File: src/rtl/adder_arbiter.sv
// adder_arbiter: two valid/ready requesters share one ripple-carry adder.
// Round-robin grant in IDLE, operands registered, one full cycle for the
// ripple chain to settle, then the N+1 bit sum is held for the owner.

// Plain ripple-carry adder; the carry chain is the long combinational path.
module ripple #(
  parameter int N = 16
) (
  input  logic [N-1:0] a,
  input  logic [N-1:0] b,
  input  logic         cin,
  output logic [N:0]   sum
);

  logic [N:0] carry;

  assign carry[0] = cin;

  for (genvar i = 0; i < N; i++) begin : g_bit
    assign sum[i]     = a[i] ^ b[i] ^ carry[i];
    assign carry[i+1] = (a[i] & b[i]) | (carry[i] & (a[i] ^ b[i]));
  end

  assign sum[N] = carry[N];

endmodule

module adder_arbiter #(
  parameter int N = 16
) (
  input  logic         Clk,
  input  logic         Rst,
  input  logic         Req0Valid,
  output logic         Req0Ready,
  input  logic [N-1:0] Req0A,
  input  logic [N-1:0] Req0B,
  input  logic         Req1Valid,
  output logic         Req1Ready,
  input  logic [N-1:0] Req1A,
  input  logic [N-1:0] Req1B,
  output logic         Resp0Valid,
  input  logic         Resp0Ready,
  output logic [N:0]   Resp0Sum,
  output logic         Resp1Valid,
  input  logic         Resp1Ready,
  output logic [N:0]   Resp1Sum,
  output logic         Busy
);

  typedef enum logic [1:0] {
    IDLE = 2'd0,
    ADD  = 2'd1,
    RESP = 2'd2
  } state_t;

  state_t     state;
  state_t     state_next;

  logic [N-1:0] op_a;
  logic [N-1:0] op_b;
  logic         owner;
  logic         last_grant;
  logic [N:0]   result;
  logic [N:0]   add_sum;

  logic grant;
  logic idle_ok;
  logic accept;
  logic resp_done;

  // The adder sees only registered operands, so its path is register to register.
  ripple #(.N(N)) u_ripple (
    .a   (op_a),
    .b   (op_b),
    .cin (1'b0),
    .sum (add_sum)
  );

  // Round-robin choice: on contention favour whoever did not win last time.
  always_comb begin
    grant = 1'b0;
    if (Req0Valid && Req1Valid) begin
      grant = ~last_grant;
    end else if (Req1Valid) begin
      grant = 1'b1;
    end
  end

  // Ready is withheld while reset is asserted so no request is taken then.
  assign idle_ok   = (state == IDLE) && !Rst;
  assign Req0Ready = idle_ok && !grant && Req0Valid;
  assign Req1Ready = idle_ok &&  grant && Req1Valid;
  assign accept    = Req0Ready || Req1Ready;

  assign Resp0Valid = (state == RESP) && !owner;
  assign Resp1Valid = (state == RESP) &&  owner;
  assign Resp0Sum   = result;
  assign Resp1Sum   = result;
  assign Busy       = (state != IDLE);

  assign resp_done = (Resp0Valid && Resp0Ready) || (Resp1Valid && Resp1Ready);

  // State register; reset drops any in-flight operation immediately.
  always_ff @(posedge Clk or posedge Rst) begin
    if (Rst) begin
      state <= IDLE;
    end else begin
      state <= state_next;
    end
  end

  // Next state: ADD always lasts one cycle, RESP waits for the owner's handshake.
  always_comb begin
    state_next = state;
    case (state)
      IDLE: begin
        if (accept) begin
          state_next = ADD;
        end
      end
      ADD: begin
        state_next = RESP;
      end
      RESP: begin
        if (resp_done) begin
          state_next = IDLE;
        end
      end
      default: begin
        state_next = IDLE;
      end
    endcase
  end

  // Operand capture on accept and sum capture at the end of the ADD cycle.
  always_ff @(posedge Clk or posedge Rst) begin
    if (Rst) begin
      op_a       <= '0;
      op_b       <= '0;
      owner      <= 1'b0;
      last_grant <= 1'b1;
      result     <= '0;
    end else begin
      if (accept) begin
        op_a       <= grant ? Req1A : Req0A;
        op_b       <= grant ? Req1B : Req0B;
        owner      <= grant;
        last_grant <= grant;
      end
      if (state == ADD) begin
        result <= add_sum;
      end
    end
  end

endmodule

File: config.mk
export PLATFORM = sky130hd
export DESIGN_NAME = adder_arbiter
export DESIGN_NICKNAME = d
export VERILOG_FILES = /design/src/rtl/adder_arbiter.sv
export SDC_FILE = /design/constraint.sdc
export NUM_CORES = 1
export LEC_CHECK = 0
export BUFFER_PORTS_ARGS = -buffer_cell sky130_fd_sc_hd__buf_2
export CORE_AREA = 2 2 81 83
export CTS_BUF_LIST = sky130_fd_sc_hd__clkbuf_8
export CTS_CLUSTER_DIAMETER = 40
export DETAILED_ROUTE_END_ITERATION = 8
export DIE_AREA = 0 0 83 85
export GPL_TIMING_DRIVEN = 0
export PLACE_DENSITY = 0.78
export SLEW_MARGIN = 20
export SYNTH_ARGS = -nofsm -noshare
export SYNTH_HDL_FRONTEND = slang
export SYNTH_SLANG_ARGS = --single-unit
File: constraint.sdc
create_clock -name Clk -period 5.91 [get_ports Clk]
set_clock_uncertainty 0.15 [all_clocks]
set_input_delay 1.182 -clock Clk [delete_from_list [all_inputs] [get_ports Clk]]
set_output_delay 1.182 -clock Clk [all_outputs]
set_load 0.01 [all_outputs]
==> results.md <==
* Power per cell area at 514 nW/um2
* Post-route cell area at 3550 um2
* Hold WS at 361 ps
* Placement Cell Area at 3430 um2
* RSZ-0062 raised after global routing: yes
* DR DRC count at 0
* Clk buf depth at 2
* Worst r2r dst: Resp0Sum[15]
* Die ar. at 7060 um2
* CP Launch Type: flop
* Avg Inst Size Synth at 12.9 um2
* CP endpoint kind: flop
* Gr busiest metal: met2
* WL/cell at 15.9 um
* CTS Root Buffer Type: clkbuf_8
* Most frequent cells in the layout: buf_2 (110), dfrtp_1 (52), or3_1 (32), o221a_2 (32), buf_4 (18)
* DRT Wirelength at 6460 um
* Final hold viol count at 0
* Clock Sinks at 53
* Vias per inst at 5.19
* Fin cells at 407
* Top delay family on crit path: adder cells
* Failing checks: setup timing
* Max FO, Critical Path at 2
* 1st-pass router iterations at 4
* Global placement routability congestion at 0.808
* DR vias at 2,111
* Final setup violation count at 3
* Fin crit share at 1.06
* Critical path, cell by cell: ha_2 > inv_2 > fa_2 > inv_2 > fa_2 > fa_2 > fa_2 > fa_2 > fa_2 > fa_2 > fa_2 > fa_2 > fa_2 > fa_2 > fa_2 > fa_2 > fa_2 > inv_2 > fa_2 > o21ai_1
* CTS buffer count at 5
* Max-slew violations at 0
* Antenna Cells at 0
* Most common cell after layout, fill and taps aside: buf_2
* Core area at 6200 um2
* Clock-pin transition on the worst setup and hold timing paths at 100 ps
* Cell area after synthesis at 2740 um2
* Reg2reg setup slack at -360 ps
* Asr flop ratio synth at 1.00
* Cell taking the most area after synthesis: dfrtp_1
* WHS Path Cells at 2
* Final Power at 1.83 mW
* Buf/Inv on CP at 3
* First-pass GRT wire length at 10,500 um
* Switching power at 0.648 mW
* # rows at 29
* CP dominant cell by count: fa_2
* Initial antenna violation count at 0
* Synth unique cells at 25
* Seq cells post-synth at 53
* Grt ovf at 0
* TritonCTS clock tree: yes
* Layout cells sized above 1 at 0.630
* Flop pwr share at 0.383
* H-tree depth at 2
* Hold path startpoint: Resp0Sum[1]
* Highest clock rate at 159 MHz
* Hold buffer count at CTS at 0
* PnR worst setup slack at -364 ps
* Minimum clock period at 6270 ps
* Maximum vdd drop at 0.192 mV
* Slowest CP cell: fa_2
* Setup TNS at -559 ps
* Fillers at 547
* Top cell type's share of synthesized area at 0.476
* DP Cell Count at 398
* Comb pwr share at 0.487
* Crit path launch: op_a[0]
* Yosys warns at 0
* Hold WC Path Type: flop to flop
* Starting Density at 0.441
* Largest net degree at the start of global routing at 31
* Number of global-route vias before repair at 2,159
* EDFF count, synth at 0
* Final core utilization at 0.573
* Die W at 83 um
* Initial DRC Count at 152
* Register area share after synthesis at 0.485
* GRT met1 Usage at 0.262
* Status: finished, violations left
* Top_reg_cell synth: dfrtp_1
* I/O pin cnt at 109
* Setup WS pre-CTS at -413 ps
* Crit path DAT at 6350 ps
* FF-to-FF path depth at 20
* Top cells by area, synth: dfrtp_1 (48%), o221a_2 (13%), fa_1 (11%), or3_1 (7.3%), mux2_2 (6.2%)
* Worst-Margin Slew at 664 ps
* GRT met3 Usage at 0.0224
* Hold Crit Endpoint: Resp0Sum[1]
* Critical path class: flop to flop
* Latest clock arrival within the worst-skew pair at 300 ps
* Layout area overhead at 30.0%
* GRT Overall Usage at 0.188
* PortBufs at 108
* Switching part of the total at 0.355
* Largest stage delay, worst path at 420 ps
* Req. time, crit path at 5990 ps
* Pleak at 1.61 nW
* Gate Count Post-Synth at 212
* Clock Power Share at 0.130
* Hpwl dp at 5180 um
* P_int at 1.18 mW
* Die Y at 85 um
* Final nets at 415
* # Max-Cap Violations at 0
* Slew headroom at 0.557
* Synthesized Nets at 298
* RR Startpoint: op_a[0]
* Antenna Nets Post-Route at 0
* GR Util met2 at 0.309
power by group through the flow:
stage	Sequential, mW	Clock [mW]	Combinational [mW]
global placement	0.699	0	0.850
detailed placement	0.711	0	0.890
CTS	0.704	0.244	0.907
floorplan	0.697	0	0.586
finish	0.699	0.237	0.889
global route	0.730	0.256	1.01
worst register-to-register path, stage by stage (launching register included):
cell	delay, ps
dfrtp_1	400
ha_2	190
inv_2	50
fa_2	180
inv_2	40
fa_2	340
fa_2	370
fa_2	370
fa_2	360
fa_2	350
fa_2	340
fa_2	350
fa_2	350
fa_2	370
fa_2	350
fa_2	350
fa_2	350
fa_2	340
inv_2	70
fa_2	420
o21ai_1	140
worst max-delay path by stage:
| stage | end | slack [ps] | cells past startpoint |
|---|---|---|---|
| CTS | Resp0Sum[15] | -390 | 20 |
| global placement | Resp0Sum[15] | -380 | 20 |
| finish | Resp0Sum[15] | -360 | 20 |
| detailed placement | Resp0Sum[15] | -410 | 20 |
| global route | Resp0Sum[15] | -540 | 20 |
| floorplan | Resp0Sum[15] | -130 | 20 |
layer usage:
layer  vias to the layer above  wire, um
met5                         -         0
met4                         0        81
met3                         6       266
met2                        70      3270
met1                      1043      2850
li1                        992         -
sequential cells by signal, summed over array words and instances (netlist names):
register / flops
op_a: 16
state: 2
Resp0Sum: 17
last_grant: 1
owner: 1
op_b: 16
cell type report:
cell class,instances,area (um2),area share
multi-input cells,117,1200,0.338
plain buffers,32,209,0.0588
inverters,10,37.5,0.0106
clock buffers,5,68.8,0.0194
clock inverters,3,38.8,0.0109
flip-flops and latches,53,1330,0.373
well taps,77,96.3,0.0271
repair buffers,110,576,0.162
what timing repair did:
action | in CTS | in global routing
setup buffers | 1 | 0
pin swaps | 0 | 1
gates cloned | 0 | 0
gates resized for setup | 8 | 0
setup endpoints to repair | 3 | 3
cell families after synthesis:
kind of cell	after synthesis	synth area share
AND/OR/NAND/NOR	46	0.100
buffers and inverters	42	0.0901
AO/OA/AOI/OAI	40	0.148
multiplexers	15	0.0618
adder cells (fa/ha/maj)	16	0.114
flip-flops	53	0.485
cell usage after synthesis (3+ instances only):
library cell,number
buf_4,17
buf_6,3
clkbuf_1,8
dfrtp_1,52
fa_1,15
inv_1,10
mux2_2,15
nand2_1,3
nand2b_1,3
nor2_1,3
o21ai_0,4
o221a_2,32
or3_1,32
(Power assumes the default switching activity.)
